`src/rtl/hydra_strand_pkg.sv`:
```
// Shared strand definitions: default widths, WS2811 timing at 50 MHz,
// receiver state encoding and a 3-sample majority helper.
package hydra_strand_pkg;

   localparam int STRAND_MEM_DATA_WIDTH     = 24;
   localparam int STRAND_PARAM_WIDTH_DFLT   = 16;

   localparam int WS_BIT_THRESHOLD = 30;
   localparam int WS_HIGH_MAX      = 100;
   localparam int WS_RESET_CYCLES  = 2500;

   typedef enum logic [1:0] {
      RX_SYNC = 2'd0,
      RX_IDLE = 2'd1,
      RX_HIGH = 2'd2,
      RX_LOW  = 2'd3
   } rx_state_e;

   function automatic logic maj3(input logic [2:0] s);
      return (s[0] & s[1]) | (s[0] & s[2]) | (s[1] & s[2]);
   endfunction

endpackage

```
`src/rtl/strand_din_conditioner.sv`:
```
// Brings the asynchronous strand line into the clk domain and produces a clean
// level plus rise/fall strobes; WS2811_RX_GLITCH_FILTER_EN adds a majority filter.
module strand_din_conditioner
   import hydra_strand_pkg::*;
(
   input  logic clk,
   input  logic rst,
   input  logic din_i,
   output logic level_o,
   output logic rise_o,
   output logic fall_o
);

   logic sync1_q;
   logic sync2_q;
   logic level_q;
   logic rise_q;
   logic fall_q;
   logic src_s;

`ifdef WS2811_RX_GLITCH_FILTER_EN
   logic [2:0] hist_q;

   // A level change only passes once two of the last three samples agree.
   always_ff @(posedge clk) begin
      if (rst) begin
         hist_q <= 3'b000;
      end else begin
         hist_q <= {hist_q[1:0], sync2_q};
      end
   end

   assign src_s = maj3(hist_q);
`else
   assign src_s = sync2_q;
`endif

   always_ff @(posedge clk) begin
      if (rst) begin
         sync1_q <= 1'b0;
         sync2_q <= 1'b0;
         level_q <= 1'b0;
         rise_q  <= 1'b0;
         fall_q  <= 1'b0;
      end else begin
         sync1_q <= din_i;
         sync2_q <= sync1_q;
         level_q <= src_s;
         rise_q  <= src_s & ~level_q;
         fall_q  <= ~src_s & level_q;
      end
   end

   assign level_o = level_q;
   assign rise_o  = rise_q;
   assign fall_o  = fall_q;

endmodule

```
`src/rtl/ws2811_receiver.sv`:
```
// WS2811 NRZ stream decoder: pulse-width bit decode, 24-bit pixel assembly, latch-gap framing.
// Build option WS2811_RX_GLITCH_FILTER_EN enables the din majority filter (+2 cycles latency).
module ws2811_receiver
   import hydra_strand_pkg::*;
#(
   parameter int MEM_DATA_WIDTH     = STRAND_MEM_DATA_WIDTH,
   parameter int STRAND_PARAM_WIDTH = STRAND_PARAM_WIDTH_DFLT,
   parameter int BIT_THRESHOLD      = WS_BIT_THRESHOLD,
   parameter int HIGH_MAX           = WS_HIGH_MAX,
   parameter int RESET_CYCLES       = WS_RESET_CYCLES
)(
   input  logic                          clk,
   input  logic                          rst,
   input  logic                          din,
   output logic [MEM_DATA_WIDTH-1:0]     pixel_data,
   output logic                          pixel_valid,
   output logic [STRAND_PARAM_WIDTH-1:0] pixel_idx,
   output logic                          frame_done,
   output logic [STRAND_PARAM_WIDTH-1:0] frame_length,
   output logic                          busy,
   output logic                          error
);

   localparam int CNT_MAX = (RESET_CYCLES > HIGH_MAX) ? RESET_CYCLES : HIGH_MAX;
   localparam int CNT_W   = $clog2(CNT_MAX + 1);
   localparam int BCNT_W  = $clog2(MEM_DATA_WIDTH);

   localparam logic [CNT_W-1:0]  CNT_ONE  = CNT_W'(1);
   localparam logic [CNT_W-1:0]  BIT_LIM  = CNT_W'(BIT_THRESHOLD);
   localparam logic [CNT_W-1:0]  HIGH_LIM = CNT_W'(HIGH_MAX - 1);
   localparam logic [CNT_W-1:0]  GAP_LIM  = CNT_W'(RESET_CYCLES - 1);
   localparam logic [BCNT_W-1:0] LAST_BIT = BCNT_W'(MEM_DATA_WIDTH - 1);
   localparam logic [BCNT_W-1:0] BCNT_ONE = BCNT_W'(1);
   localparam logic [STRAND_PARAM_WIDTH-1:0] IDX_ONE = STRAND_PARAM_WIDTH'(1);

   logic level_s;
   logic rise_s;
   logic fall_s;

   strand_din_conditioner u_cond (
      .clk     (clk),
      .rst     (rst),
      .din_i   (din),
      .level_o (level_s),
      .rise_o  (rise_s),
      .fall_o  (fall_s)
   );

   rx_state_e                     state_q;
   logic [CNT_W-1:0]              cnt_q;
   logic [BCNT_W-1:0]             bit_cnt_q;
   logic [MEM_DATA_WIDTH-2:0]     shift_q;
   logic [STRAND_PARAM_WIDTH-1:0] pix_cnt_q;
   logic [MEM_DATA_WIDTH-1:0]     pixel_data_q;
   logic                          pixel_valid_q;
   logic [STRAND_PARAM_WIDTH-1:0] pixel_idx_q;
   logic                          frame_done_q;
   logic [STRAND_PARAM_WIDTH-1:0] frame_length_q;
   logic                          busy_q;
   logic                          error_q;

   logic [CNT_W-1:0]              cnt_d;
   logic                          bit_d;
   logic [MEM_DATA_WIDTH-1:0]     shift_d;
   logic [STRAND_PARAM_WIDTH-1:0] pix_cnt_d;

   // Counters saturate; the pulse measured at the fall edge equals its width in cycles.
   assign cnt_d     = (cnt_q == {CNT_W{1'b1}}) ? cnt_q : cnt_q + CNT_ONE;
   assign bit_d     = (cnt_q >= BIT_LIM);
   assign shift_d   = {shift_q, bit_d};
   assign pix_cnt_d = (pix_cnt_q == {STRAND_PARAM_WIDTH{1'b1}}) ? pix_cnt_q : pix_cnt_q + IDX_ONE;

   always_ff @(posedge clk) begin
      if (rst) begin
         state_q        <= RX_SYNC;
         cnt_q          <= '0;
         bit_cnt_q      <= '0;
         shift_q        <= '0;
         pix_cnt_q      <= '0;
         pixel_data_q   <= '0;
         pixel_valid_q  <= 1'b0;
         pixel_idx_q    <= '0;
         frame_done_q   <= 1'b0;
         frame_length_q <= '0;
         busy_q         <= 1'b0;
         error_q        <= 1'b0;
      end else begin
         pixel_valid_q <= 1'b0;
         frame_done_q  <= 1'b0;
         error_q       <= 1'b0;
         case (state_q)
            RX_SYNC: begin
               if (level_s) begin
                  cnt_q <= '0;
               end else if (cnt_q >= GAP_LIM) begin
                  cnt_q   <= '0;
                  state_q <= RX_IDLE;
               end else begin
                  cnt_q <= cnt_d;
               end
            end
            RX_IDLE: begin
               bit_cnt_q <= '0;
               pix_cnt_q <= '0;
               // The rise sample itself is the first high cycle of the pulse.
               if (rise_s) begin
                  cnt_q   <= CNT_ONE;
                  busy_q  <= 1'b1;
                  state_q <= RX_HIGH;
               end else begin
                  cnt_q <= '0;
               end
            end
            RX_HIGH: begin
               if (fall_s) begin
                  cnt_q   <= CNT_ONE;
                  state_q <= RX_LOW;
                  if (bit_cnt_q == LAST_BIT) begin
                     pixel_data_q  <= shift_d;
                     pixel_valid_q <= 1'b1;
                     pixel_idx_q   <= pix_cnt_q;
                     pix_cnt_q     <= pix_cnt_d;
                     bit_cnt_q     <= '0;
                     shift_q       <= '0;
                  end else begin
                     shift_q   <= shift_d[MEM_DATA_WIDTH-2:0];
                     bit_cnt_q <= bit_cnt_q + BCNT_ONE;
                  end
               end else if (cnt_q >= HIGH_LIM) begin
                  error_q   <= 1'b1;
                  busy_q    <= 1'b0;
                  cnt_q     <= '0;
                  bit_cnt_q <= '0;
                  shift_q   <= '0;
                  pix_cnt_q <= '0;
                  state_q   <= RX_SYNC;
               end else begin
                  cnt_q <= cnt_d;
               end
            end
            RX_LOW: begin
               if (rise_s) begin
                  cnt_q   <= CNT_ONE;
                  state_q <= RX_HIGH;
               end else if (cnt_q >= GAP_LIM) begin
                  frame_done_q   <= 1'b1;
                  frame_length_q <= pix_cnt_q;
                  error_q        <= (bit_cnt_q != '0);
                  busy_q         <= 1'b0;
                  cnt_q          <= '0;
                  bit_cnt_q      <= '0;
                  shift_q        <= '0;
                  pix_cnt_q      <= '0;
                  state_q        <= RX_IDLE;
               end else begin
                  cnt_q <= cnt_d;
               end
            end
            default: begin
               cnt_q     <= '0;
               bit_cnt_q <= '0;
               shift_q   <= '0;
               pix_cnt_q <= '0;
               busy_q    <= 1'b0;
               state_q   <= RX_SYNC;
            end
         endcase
      end
   end

   assign pixel_data   = pixel_data_q;
   assign pixel_valid  = pixel_valid_q;
   assign pixel_idx    = pixel_idx_q;
   assign frame_done   = frame_done_q;
   assign frame_length = frame_length_q;
   assign busy         = busy_q;
   assign error        = error_q;

endmodule
```
`config.mk`:
```
export PLATFORM = sky130hd
export DESIGN_NAME = ws2811_receiver
export DESIGN_NICKNAME = d
export VERILOG_FILES = /design/src/rtl/hydra_strand_pkg.sv /design/src/rtl/strand_din_conditioner.sv /design/src/rtl/ws2811_receiver.sv
export SDC_FILE = /design/constraint.sdc
export NUM_CORES = 1
export LEC_CHECK = 0
export BUFFER_PORTS_ARGS = -buffer_cell sky130_fd_sc_hd__buf_2
export CAP_MARGIN = 10
export CORE_AREA = 5 5 100 102
export CTS_CLUSTER_SIZE = 25
export DETAILED_ROUTE_END_ITERATION = 8
export DIE_AREA = 0 0 105 107
export GPL_TIMING_DRIVEN = 0
export PLACE_DENSITY = 0.77
export SLEW_MARGIN = 40
export SYNTH_ARGS = -nofsm -noshare
export SYNTH_HDL_FRONTEND = slang
export SYNTH_HIERARCHICAL = 1
export SYNTH_SLANG_ARGS = --single-unit
```
`constraint.sdc`:
```
create_clock -name clk -period 2.69 [get_ports clk]
set_input_delay 0 -clock clk [delete_from_list [all_inputs] [get_ports clk]]
set_output_delay 0 -clock clk [all_outputs]
set_load 0.05 [all_outputs]
```
==> impl_results.md, run 1 <==
* Result of the run: complete, no violations
* Worst R2R Path Depth at 9
* Clock Pin Slew Worst Setup and Hold Paths at ~0.06 ns
* Number of setup violations in the final report at 0
* Sequential element share of the synthesized area at 0.492
* Number of cells traversed by the worst hold path at 3
* Crit path largest cell delay at 0.41 ns
* Most used flip-flop cell after synthesis: sky130_fd_sc_hd__dfxtp_1
* Cell type with the highest aggregate area in the netlist: sky130_fd_sc_hd__dfxtp_1
* Buffer levels on the longest clock path at 2
* Nets at 665
* Mux share of post-synthesis cell area at 0.0380
* Peak supply drop at 493 uV
* Cells traversed along the worst timing path: ha_1, nor4_4, a211o_1, and2_4, nor3_2, buf_4, buf_8, mux2i_1, nor2_1
* Share of the synthesized area in compound gates (AO/OA/AOI/OAI) at 0.146
* Area after detailed placement at 0.00545 mm^2
* Pin count of the biggest net entering global routing at 17
* Post-layout min period at ~2.3 ns
* Hold buffer count at CTS at 3
* Final number of hold-violating endpoints at 0
* WL per Instance at ~15 um
* Fill cell total of the finished layout at 739
* Via count at 4378
* Total negative slack for setup checks at 0 ns
* Leakage power figure at approximately 2.3 nW
* Number of buffers and inverters on the critical path at 2
* Area occupied by multi-input gates at 0.00232 mm^2
* Vias per inst at 5.61
* Number of design-rule violations left by the first detailed-router iteration at 221
* Total of buffers placed on input and output ports at 62
* Maximum frequency from static timing analysis at 428 MHz
* Transition time at the pin with the least slew margin at about 0.56 ns
* First-pass GRT wire length at 20100 um
* TritonRoute pass-1 iters at 5
* CTS tree: built
* DRC violations left at 0
* Sequential cell area at 0.00246 mm^2
* Cell family with the largest share of critical-path delay: simple AND/OR/NAND/NOR gates
* Final Non-Filler Cells at 781
* Setup ws final at approximately 0.36 ns
* Number of slew-limit violations in the final report at 0
* Maximum net fanout on the critical path at 10
* Endpoint class of the critical path: register
* Area share of the largest cell type after synthesis at 0.492
* Async SR Flop Fraction at 0
* Headroom to the max-slew limit at 0.626
* Area of the core at 0.00902 mm^2
* Number of post-CTS setup repair buffers at 0
* #FFs+latches synth at 123
* Setup repair after global routing missed its margin: no
* Site row count at 35
* Mean instance size in the synthesized netlist at approximately 8.7 um^2
* Total half-perimeter wirelength after legalization and detailed placement at 8140 um
* Cell variety after synth at 52
* Clk sink count at 123
* Post-place setup slack at 0.393 ns
* Starting Density at 0.555
* Xor/xnor cell area share of the yosys netlist at 0.0298
* Total Wirelength at around 12000 um
* Layout area overhead at 20.4%
* GRT Total Usage at 0.217
* Top area cells in the synthesized netlist: sky130_fd_sc_hd__dfxtp_1 (49%), sky130_fd_sc_hd__nand2_1 (7.7%), sky130_fd_sc_hd__a21oi_1 (5.5%)
* Dominant combinational cell family by area after synthesis: simple AND/OR/NAND/NOR gates
* Area share of fa/ha/maj cells after synthesis at 0.0125
* Post-cts sizing count at 0
* Max-capacitance violation count at 0
* Vias in the first global route at 4230
* Post-Synthesis Cell Area at between 0.005 and 0.006 mm^2
* CP Data Arrival Time at 2.71 ns
* Slowest-stage cell, CP: sky130_fd_sc_hd__dfxtp_1
* Area of the die at between 0.01 and 0.015 mm^2
* Placed Cells at 746
* Fraction of the mapped netlist area in simple logic gates at 0.238
* Post-Synthesis Net Count at about 580
* Number of warnings reported in the yosys synthesis log at 6
* Antenna Diode Count at 0
* Number of clock buffers inserted by TritonCTS at 17
* Kind of launch point of the worst setup path: register
* Number of nets still failing antenna checks after routing at 0
* Crit share post-route at 0.868
* Req. time, crit path at 3.07 ns
* Number of levels in the clock H-tree at 4
* Fraction of the core area covered by cells at the end of the flow at 0.668
* Number of flops mapped to enable cells by yosys at 0
* Gr ovfl total at 0
* Initial antenna violation count at 0
* Final setup skew at 0.00798 ns
* Width of the die at roughly 110 um
* Root Buffer Master: sky130_fd_sc_hd__clkbuf_8
* Area of all placed cells without fillers at 0.00602 mm^2
* Tightest Hold Check Type: in -> reg
* Category of the most critical setup path: reg -> reg
* Proportion of layout cells with a drive suffix above 1 at 0.191
* Clock network latency to the later pin of the worst-skew pair at ~0.51 ns
* Power per Cell Area at between 600 and 700 mW/mm^2
* Total stage count of the critical path at 9
* Routability Congestion at roughly 0.89
* Die Height at between 100 and 150 um
* Number of top-level pins at 63
* Cell count after synthesis at 573
cell families after synthesis:
| family | after synthesis |
|---|---|
| DFF | 123 |
| AOI/OAI and AO/OA | 114 |
| buffers and inverters | 47 |
| and+or+nand+nor | 248 |
| muxes | 19 |
| xor gates and xnor gates | 17 |
| adders and majority gates | 5 |
layout by cell type (no fill, tap or decap), types with 5 or more instances in the layout:
cell type and instances:
sky130_fd_sc_hd__a2111oi_0 8, sky130_fd_sc_hd__a21oi_1 55, sky130_fd_sc_hd__a22oi_1 24, sky130_fd_sc_hd__and3_1 6, sky130_fd_sc_hd__buf_2 71, sky130_fd_sc_hd__clkbuf_1 19, sky130_fd_sc_hd__clkbuf_16 16, sky130_fd_sc_hd__dfxtp_1 123
sky130_fd_sc_hd__ha_1 5, sky130_fd_sc_hd__inv_1 11, sky130_fd_sc_hd__mux2i_1 19, sky130_fd_sc_hd__nand2_1 103, sky130_fd_sc_hd__nand3_1 21, sky130_fd_sc_hd__nand4_1 10, sky130_fd_sc_hd__nor2_1 69, sky130_fd_sc_hd__nor2b_1 6
sky130_fd_sc_hd__o21ai_0 11, sky130_fd_sc_hd__or3_1 5, sky130_fd_sc_hd__xor2_1 13
final cells by class:
type	instances	share of cell area
Sequential cell	123	0.409
Multi-Input combinational cell	403	0.385
Clock buffer	18	0.0711
Timing Repair Buffer	65	0.0565
Buffer	36	0.0295
Tap cell	111	0.0231
Clock inverter	14	0.0187
Inverter	11	0.00686
cell usage after synthesis (all sizes together) (2+ instances only):
library cell and count:
or3 5, a2111oi 8, nor2b 6, xor2 13
nand3b 2, nor3b 4, a31oi 2, a22oi 24
buf 16, nor4 4, a21oi 56, o211ai 2
dfxtp 123, and3 6, and2 2, nand3 21
clkbuf 20, or4b 2, nand2 103, inv 11
nor2 70, o21ai 11, nor3 5, ha 5
and4 2, a21o 2, or2 2, nand4 12
mux2i 19, a211oi 3, xnor2 4
registers in the layout, summed over array words and instances (netlist names), 2 cells and up:
| name | count |
|---|---|
| pixel_data | 24 |
| shift_q | 23 |
| frame_length | 16 |
| pix_cnt_q | 16 |
| pixel_idx | 16 |
| cnt_q | 12 |
| bit_cnt_q | 5 |
| state_q | 2 |
worst paths after layout:
path                                    from          endpoint  slack, ns
worst max-delay path                cnt_q[1]  frame_length[15]       0.36
worst min-delay path                     rst      u_cond/src_s       0.32
worst max register to register      cnt_q[1]  frame_length[15]       0.36
worst min register to register  u_cond/src_s     u_cond/fall_o       0.44
metal layers:
metal  GRT usage  wire [um]  vias up
li1            -          -     2157
met1       0.268       5150     2084
met2       0.369       5680      114
met3      0.0421        582       23
met4      0.0922        238        0
met5           0          0        -
per-stage QoR:
step	power (mW)	hold slack [ns]
2_1_floorplan	1.92	0.0716
3_3_place_gp	1.93	0.214
3_5_place_dp	1.93	0.216
4_1_cts	3.95	0.300
5_1_grt	4.04	0.362
6_report	3.93	0.323
where the power goes:
group | switching, mW | leakage [nW] | internal, mW
combinational | 0.0411 | 1.02 | 0.0210
clock | 0.866 | 0.256 | 1.17
sequential | 0.00817 | 0.991 | 1.83
total | 0.915 | 2.27 | 3.02
tightest hold or removal path, stage by stage:
cell                            delay, ns
sky130_fd_sc_hd__dlygate4sd3_1       0.52
sky130_fd_sc_hd__buf_2               0.20
sky130_fd_sc_hd__nor2b_1             0.07
No activity file was read; power rests on OpenSTA's default activity.
==> run 2, diff against run 1 <==
- CORE_AREA: 5 5 100 102 -> 5 5 101 103
- DIE_AREA: 0 0 105 107 -> 0 0 106 108
- SYNTH_HIERARCHICAL: 1 -> not set
==> impl_results.md, run 2 <==
* Total negative slack for setup checks at 0 ns
* Vias in the first global route at 4461
* Number of slew-limit violations in the final report at 0
* Number of setup violations in the final report at 0
* Final setup skew at 0.0103 ns
* Last element of the critical path: bit_cnt_q[1]
* Buffer levels on the longest clock path at 2
* Maximum frequency from static timing analysis at 398 MHz
* Vias per inst at 5.79
* Clock Pin Slew Worst Setup and Hold Paths at 0.06 ns
* Number of levels in the clock H-tree at 4
* Headroom to the max-slew limit at 0.503
* First-pass GRT wire length at 21200 um
* Routability Congestion at between 0.8 and 0.9
* Post-Synthesis Cell Area at a little over 0.005 mm^2
* Max-capacitance violation count at 0
* Endpoint class of the critical path: register
* Site row count at 35
* WL per Instance at 15.5 um
* Area share of the largest cell type after synthesis at 0.482
* Worst R2R Path Depth at 7
* Most common cell after layout, fill and taps aside: sky130_fd_sc_hd__nand2_1
* Reg-to-reg setup timing slack at 0.18 ns
* Clock network latency to the later pin of the worst-skew pair at 0.51 ns
* Number of clock buffers inserted by TritonCTS at 17
* Layout area overhead at 20.3%
* Cell count after synthesis at 604
* Final number of hold-violating endpoints at 0
* Area of the core at approximately 0.0091 mm^2
* Clk sink count at 123
* Reg-to-reg startpoint: cnt_q[1]
* Total Wirelength at 12600 um
* Sequential element share of the synthesized area at 0.482
* Post-layout min period at 2.51 ns
* Top area cells in the synthesized netlist: sky130_fd_sc_hd__dfxtp_1 (48%), sky130_fd_sc_hd__nand2_1 (9.1%), sky130_fd_sc_hd__a21oi_1 (8.7%)
* Width of the die at about 110 um
* Crit path largest cell delay at ~0.53 ns
* Cells traversed along the worst timing path: ha_1, nor4_4, a211oi_2, o21ai_1, o21bai_1, buf_2, nor2_1
* Commonest cells in the netlist: sky130_fd_sc_hd__nand2_1 (124), sky130_fd_sc_hd__dfxtp_1 (123), sky130_fd_sc_hd__a21oi_1 (89), sky130_fd_sc_hd__nor2_1 (41), sky130_fd_sc_hd__nand3_1 (39)
* Number of flops mapped to enable cells by yosys at 0
* Category of the most critical setup path: reg -> reg
* DRC violations left at 0
* Crit share post-route at 0.934
* Total of buffers placed on input and output ports at slightly above 60
* Die Height at 108 um
* Most used flip-flop cell after synthesis: sky130_fd_sc_hd__dfxtp_1
* Transition time at the pin with the least slew margin at 0.736 ns
* CTS tree: built
* Placed Cells at 776
* TritonRoute pass-1 iters at 5
* Reg2Reg Capture Point: bit_cnt_q[1]
* Most numerous cell in the Yosys netlist: sky130_fd_sc_hd__nand2_1
* Number of warnings reported in the yosys synthesis log at 0
* Number of post-CTS setup repair buffers at 0
* Peak supply drop at 431 uV
* Maximum net fanout on the critical path at 10
* Total half-perimeter wirelength after legalization and detailed placement at 8730 um
* Cell type with the highest aggregate area in the netlist: sky130_fd_sc_hd__dfxtp_1
* Crit path from: cnt_q[1]
* Leading cell types in the layout, fill and taps excluded: sky130_fd_sc_hd__nand2_1 (124), sky130_fd_sc_hd__dfxtp_1 (123), sky130_fd_sc_hd__a21oi_1 (89), sky130_fd_sc_hd__buf_2 (69), sky130_fd_sc_hd__nor2_1 (41)
* Tightest Hold Check Type: in -> reg
* Gr ovfl total at 0
* Root Buffer Master: sky130_fd_sc_hd__clkbuf_8
* Post-Synthesis Net Count at about 610
* Cell variety after synth at 59
* Area of the die at 0.0114 mm^2
* GRT Total Usage at 0.227
* Antenna Diode Count at 0
* Async SR Flop Fraction at 0
* Req. time, crit path at 3.08 ns
* Starting Density at 0.561
* Power per Cell Area at 662 mW/mm^2
* Slowest-stage cell, CP: sky130_fd_sc_hd__o21bai_1
* Post-cts sizing count at 0
* Number of top-level pins at 63
* Final Non-Filler Cells at 809
* Kind of launch point of the worst setup path: register
* Number of nets still failing antenna checks after routing at 0
* Number of design-rule violations left by the first detailed-router iteration at 284
* Result of the run: complete, no violations
* Nets at 694
* Flip-flop count of the largest register after layout at 24
* Via count at 4682
* Leakage power figure at 2.36 nW
* Pin count of the biggest net entering global routing at 17
* Fraction of the core area covered by cells at the end of the flow at 0.675
* Setup repair after global routing missed its margin: no
* Initial antenna violation count at 0
* #FFs+latches synth at 123
* CP Data Arrival Time at between 2 and 3 ns
* Proportion of layout cells with a drive suffix above 1 at 0.165
* Total chip power at 4.07 mW
* Mean instance size in the synthesized netlist at ~8.5 um^2
-- run 2: changes by cell type after synthesis, moves of 10 or more --
cell	delta
sky130_fd_sc_hd__a21oi_1	+34
sky130_fd_sc_hd__nand3_1	+18
sky130_fd_sc_hd__nor2_1	-28
sky130_fd_sc_hd__xor2_1	-10
sky130_fd_sc_hd__o31ai_1	+12
sky130_fd_sc_hd__nand2_1	+21
sky130_fd_sc_hd__a22oi_1	-24
sky130_fd_sc_hd__or4_1	+12
-- run 2: final cells by class --
| class | instances | area (um^2) |
|---|---|---|
| clock inverter | 13 | 144 |
| timing repair buffer | 63 | 325 |
| fill | 765 | 2960 |
| sequential | 123 | 2460 |
| clock buffer | 18 | 428 |
| inverter | 9 | 33.8 |
| multi-input combinational | 434 | 2440 |
| buffer | 38 | 173 |
| tap | 111 | 139 |
-- run 2: cell families after synthesis --
group	count (synthesis)	synth area share
and+or+nand+nor	265	0.241
adders and majority gates	5	0.0122
AOI/OAI and AO/OA	136	0.171
xor gates and xnor gates	8	0.0137
muxes	20	0.0392
DFF	123	0.482
buffers and inverters	47	0.0404
-- run 2: worst max-delay path, delay by kind of cell, from the launching register on --
kind | cells | cell delay [ns]
flops | 1 | 0.40
fa+ha+maj | 1 | 0.31
simple gates | 2 | 0.19
compound gates | 3 | 1.15
buf+inv | 1 | 0.34
-- run 2: timing repair --
item / 4_1_cts / 5_1_grt
hold buffers: 2 / 0
endpoints found under the hold margin: 5 / 0
endpoints found under the setup margin: 0 / 2
-- run 2: worst min-delay path by stage --
stage                     startpoint              to  slack (ns)  cells past startpoint
after global placement           din  u_cond.sync1_q        0.21                      2
after floorplan                  din  u_cond.sync1_q        0.13                      1
after global routing             din  u_cond.sync1_q        0.28                      3
final                            din  u_cond.sync1_q        0.24                      3
after CTS                        din  u_cond.sync1_q        0.22                      3
after detailed placement         din  u_cond.sync1_q        0.22                      2
-- run 2: power by group --
group	switching, mW	internal, mW
combinational	0.0467	0.0187
sequential	0.00795	1.83
clock	0.826	1.34
total	0.881	3.19
-- run 2: routing by layer --
metal | wire (um) | vias to the layer above | GRT usage | part of all wire
met5 | 0 | - | 0 | 0
met4 | 150 | 0 | 0.0759 | 0.012
met1 | 5480 | 2198 | 0.283 | 0.44
li1 | - | 2302 | - | -
met2 | 6150 | 166 | 0.385 | 0.49
met3 | 785 | 16 | 0.0615 | 0.062
-- run 2: per-stage QoR --
step                      hold WS (ns)  setup slack [ns]  instance area, um^2
after floorplan                  0.128             0.540                 5110
after global placement           0.212             0.246                 5550
after detailed placement         0.219             0.196                 5550
after CTS                        0.216             0.156                 6150
after global routing             0.282            0.0320                 6150
final                            0.236             0.178                 6150
==> run 3, diff against run 2 <==
- CORE_AREA: 5 5 101 103 -> 5 5 106 98
- DIE_AREA: 0 0 106 108 -> 0 0 111 103
- GPL_TIMING_DRIVEN: 0 -> not set
- PLACE_DENSITY: 0.77 -> 0.78
==> impl_results.md, run 3 (same netlist as run 2, synthesis figures left out) <==
* GRT Total Usage at 0.216
* Crit share post-route at 0.916
* DRC violations left at 0
* Result of the run: complete, no violations
* Crit path largest cell delay at between 0.6 and 0.7 ns
* Category of the most critical setup path: reg -> reg
* Headroom to the max-slew limit at 0.520
* Area of the core at 0.00932 mm^2
* Hold buffer count at CTS at 3
* Site row count at 34
* Final Non-Filler Cells at 800
* Number of design-rule violations left by the first detailed-router iteration at 328
* Layout area overhead at 19.9%
* Hold Path Origin: u_cond.sync1_q
* Transition time at the pin with the least slew margin at between 0.7 and 0.8 ns
* Root Buffer Master: sky130_fd_sc_hd__clkbuf_8
* Most common cell after layout, fill and taps aside: sky130_fd_sc_hd__nand2_1
* Sequential cell area at 0.00246 mm^2
* Clock Pin Slew Worst Setup and Hold Paths at 0.06 ns
* Maximum frequency from static timing analysis at 406 MHz
* Initial antenna violation count at 0
* Number of setup violations in the final report at 0
* Clk sink count at around 120
* Reg-to-reg startpoint: state_q[1]
* Slowest-stage cell, CP: sky130_fd_sc_hd__nor4b_1
* Vias in the first global route at 4367
* Cells traversed along the worst timing path: nor4b_1, o311ai_4, o211a_1, nand3_1, a21oi_1
* Placed Cells at roughly 770
* Number of cells traversed by the worst hold path at 1
* Pin count of the biggest net entering global routing at 52
* Total half-perimeter wirelength after legalization and detailed placement at a little over 8000 um
* Width of the die at 111 um
* Clock network latency to the later pin of the worst-skew pair at 0.52 ns
* Number of slew-limit violations in the final report at 0
* CTS tree: built
* Peak supply drop at 497 uV
* Power per Cell Area at 686 mW/mm^2
* Number of levels in the clock H-tree at 4
* Gr ovfl total at 0
* Cell family with the largest share of critical-path delay: compound AO/OA/AOI/OAI gates
* Reg-to-reg setup timing slack at 0.23 ns
* Tightest Hold Check Type: reg -> reg
* Starting Density at 0.548
* Area of the die at 0.0114 mm^2
* Worst hold endpoint: u_cond.src_s
* Post-layout min period at 2.46 ns
* Total Wirelength at 12300 um
* Worst R2R Path Depth at 5
* First-pass GRT wire length at 20200 um
* Fill cell total of the finished layout at 754
* Antenna Diode Count at 0
* Total chip power at 4.21 mW
* Endpoint class of the critical path: register
* Number of post-CTS setup repair buffers at 0
* TritonRoute pass-1 iters at 5
* Number of buffers and inverters on the critical path at 0
* CP Data Arrival Time at 2.84 ns
* Kind of launch point of the worst setup path: register
* Number of top-level pins at 63
* WL per Instance at ~15 um
* Final setup skew at between 0.008 and 0.009 ns
* Setup repair after global routing missed its margin: no
* Leading cell types in the layout, fill and taps excluded: sky130_fd_sc_hd__nand2_1 (124), sky130_fd_sc_hd__dfxtp_1 (123), sky130_fd_sc_hd__a21oi_1 (89), sky130_fd_sc_hd__buf_2 (62), sky130_fd_sc_hd__nor2_1 (41)
* Die Height at ~100 um
* Routability Congestion at about 0.85
* Req. time, crit path at 3.07 ns
* Final number of hold-violating endpoints at 0
* Nets at 669
* Number of nets still failing antenna checks after routing at 0
* Leakage power figure at 2.35 nW
* Total negative slack for setup checks at 0 ns
* Flip-flop count of the largest register after layout at 24
* Maximum net fanout on the critical path at 23
* Buffer levels on the longest clock path at 2
* Max-capacitance violation count at 0
* Post-cts sizing count at 0
* Vias per inst at 5.81
* Area occupied by multi-input gates at 0.00245 mm^2
* Reg2Reg Capture Point: shift_q[6]
* Total of buffers placed on input and output ports at 62
* Proportion of layout cells with a drive suffix above 1 at 0.172
* Via count at 4644
* Number of clock buffers inserted by TritonCTS at 17
==> run 3: how the worst max path moves through the flow <==
stage | slack [ns] | to | start | cells past startpoint
2_1_floorplan | 0.54 | pix_cnt_q[6] | cnt_q[0] | 8
3_3_place_gp | 0.41 | shift_q[2] | cnt_q[0] | 6
3_5_place_dp | 0.31 | shift_q[1] | cnt_q[0] | 6
4_1_cts | 0.26 | shift_q[20] | cnt_q[1] | 6
5_1_grt | 0.07 | shift_q[12] | cnt_q[1] | 6
6_report | 0.23 | shift_q[6] | state_q[1] | 5
==> run 3: cell type report <==
class,count,area share
timing repair buffer,76,0.0690
inverter,9,0.00551
clock inverter,14,0.0304
tap,126,0.0257
sequential,123,0.402
clock buffer,18,0.0682
multi-input combinational,434,0.399
==> run 3: report_power, final <==
| part | internal [mW] | switching [mW] |
|---|---|---|
| clock | 1.43 | 0.873 |
| combinational | 0.0191 | 0.0431 |
| sequential | 1.83 | 0.00801 |
==> run 3: through the flow <==
step | hold WS (ns) | util | cell area, um^2 | setup slack, ns
floorplan | 0.128 | - | 5110 | 0.540
global placement | 0.212 | 0.590 | 5490 | 0.406
detailed placement | 0.220 | 0.590 | 5490 | 0.307
CTS | 0.451 | 0.658 | 6130 | 0.261
global route | 0.455 | 0.658 | 6130 | 0.0748
finish | 0.447 | 0.658 | 6130 | 0.227
==> run 3: routing by layer <==
metal / track usage / part of all wire / up-vias
met1: 0.256 / 0.43 / 2230
met4: 0.0890 / 0.019 / 0
met2: 0.376 / 0.50 / 150
met5: 0 / 0 / -
li1: - / - / 2243
met3: 0.0616 / 0.052 / 21
==> run 3: worst register-to-register path, stage by stage (launching register included) <==
cell and delay, ns:
sky130_fd_sc_hd__dfxtp_1 0.61, sky130_fd_sc_hd__nor4b_1 0.62, sky130_fd_sc_hd__o311ai_4 0.29, sky130_fd_sc_hd__o211a_1 0.48, sky130_fd_sc_hd__nand3_1 0.22, sky130_fd_sc_hd__a21oi_1 0.10
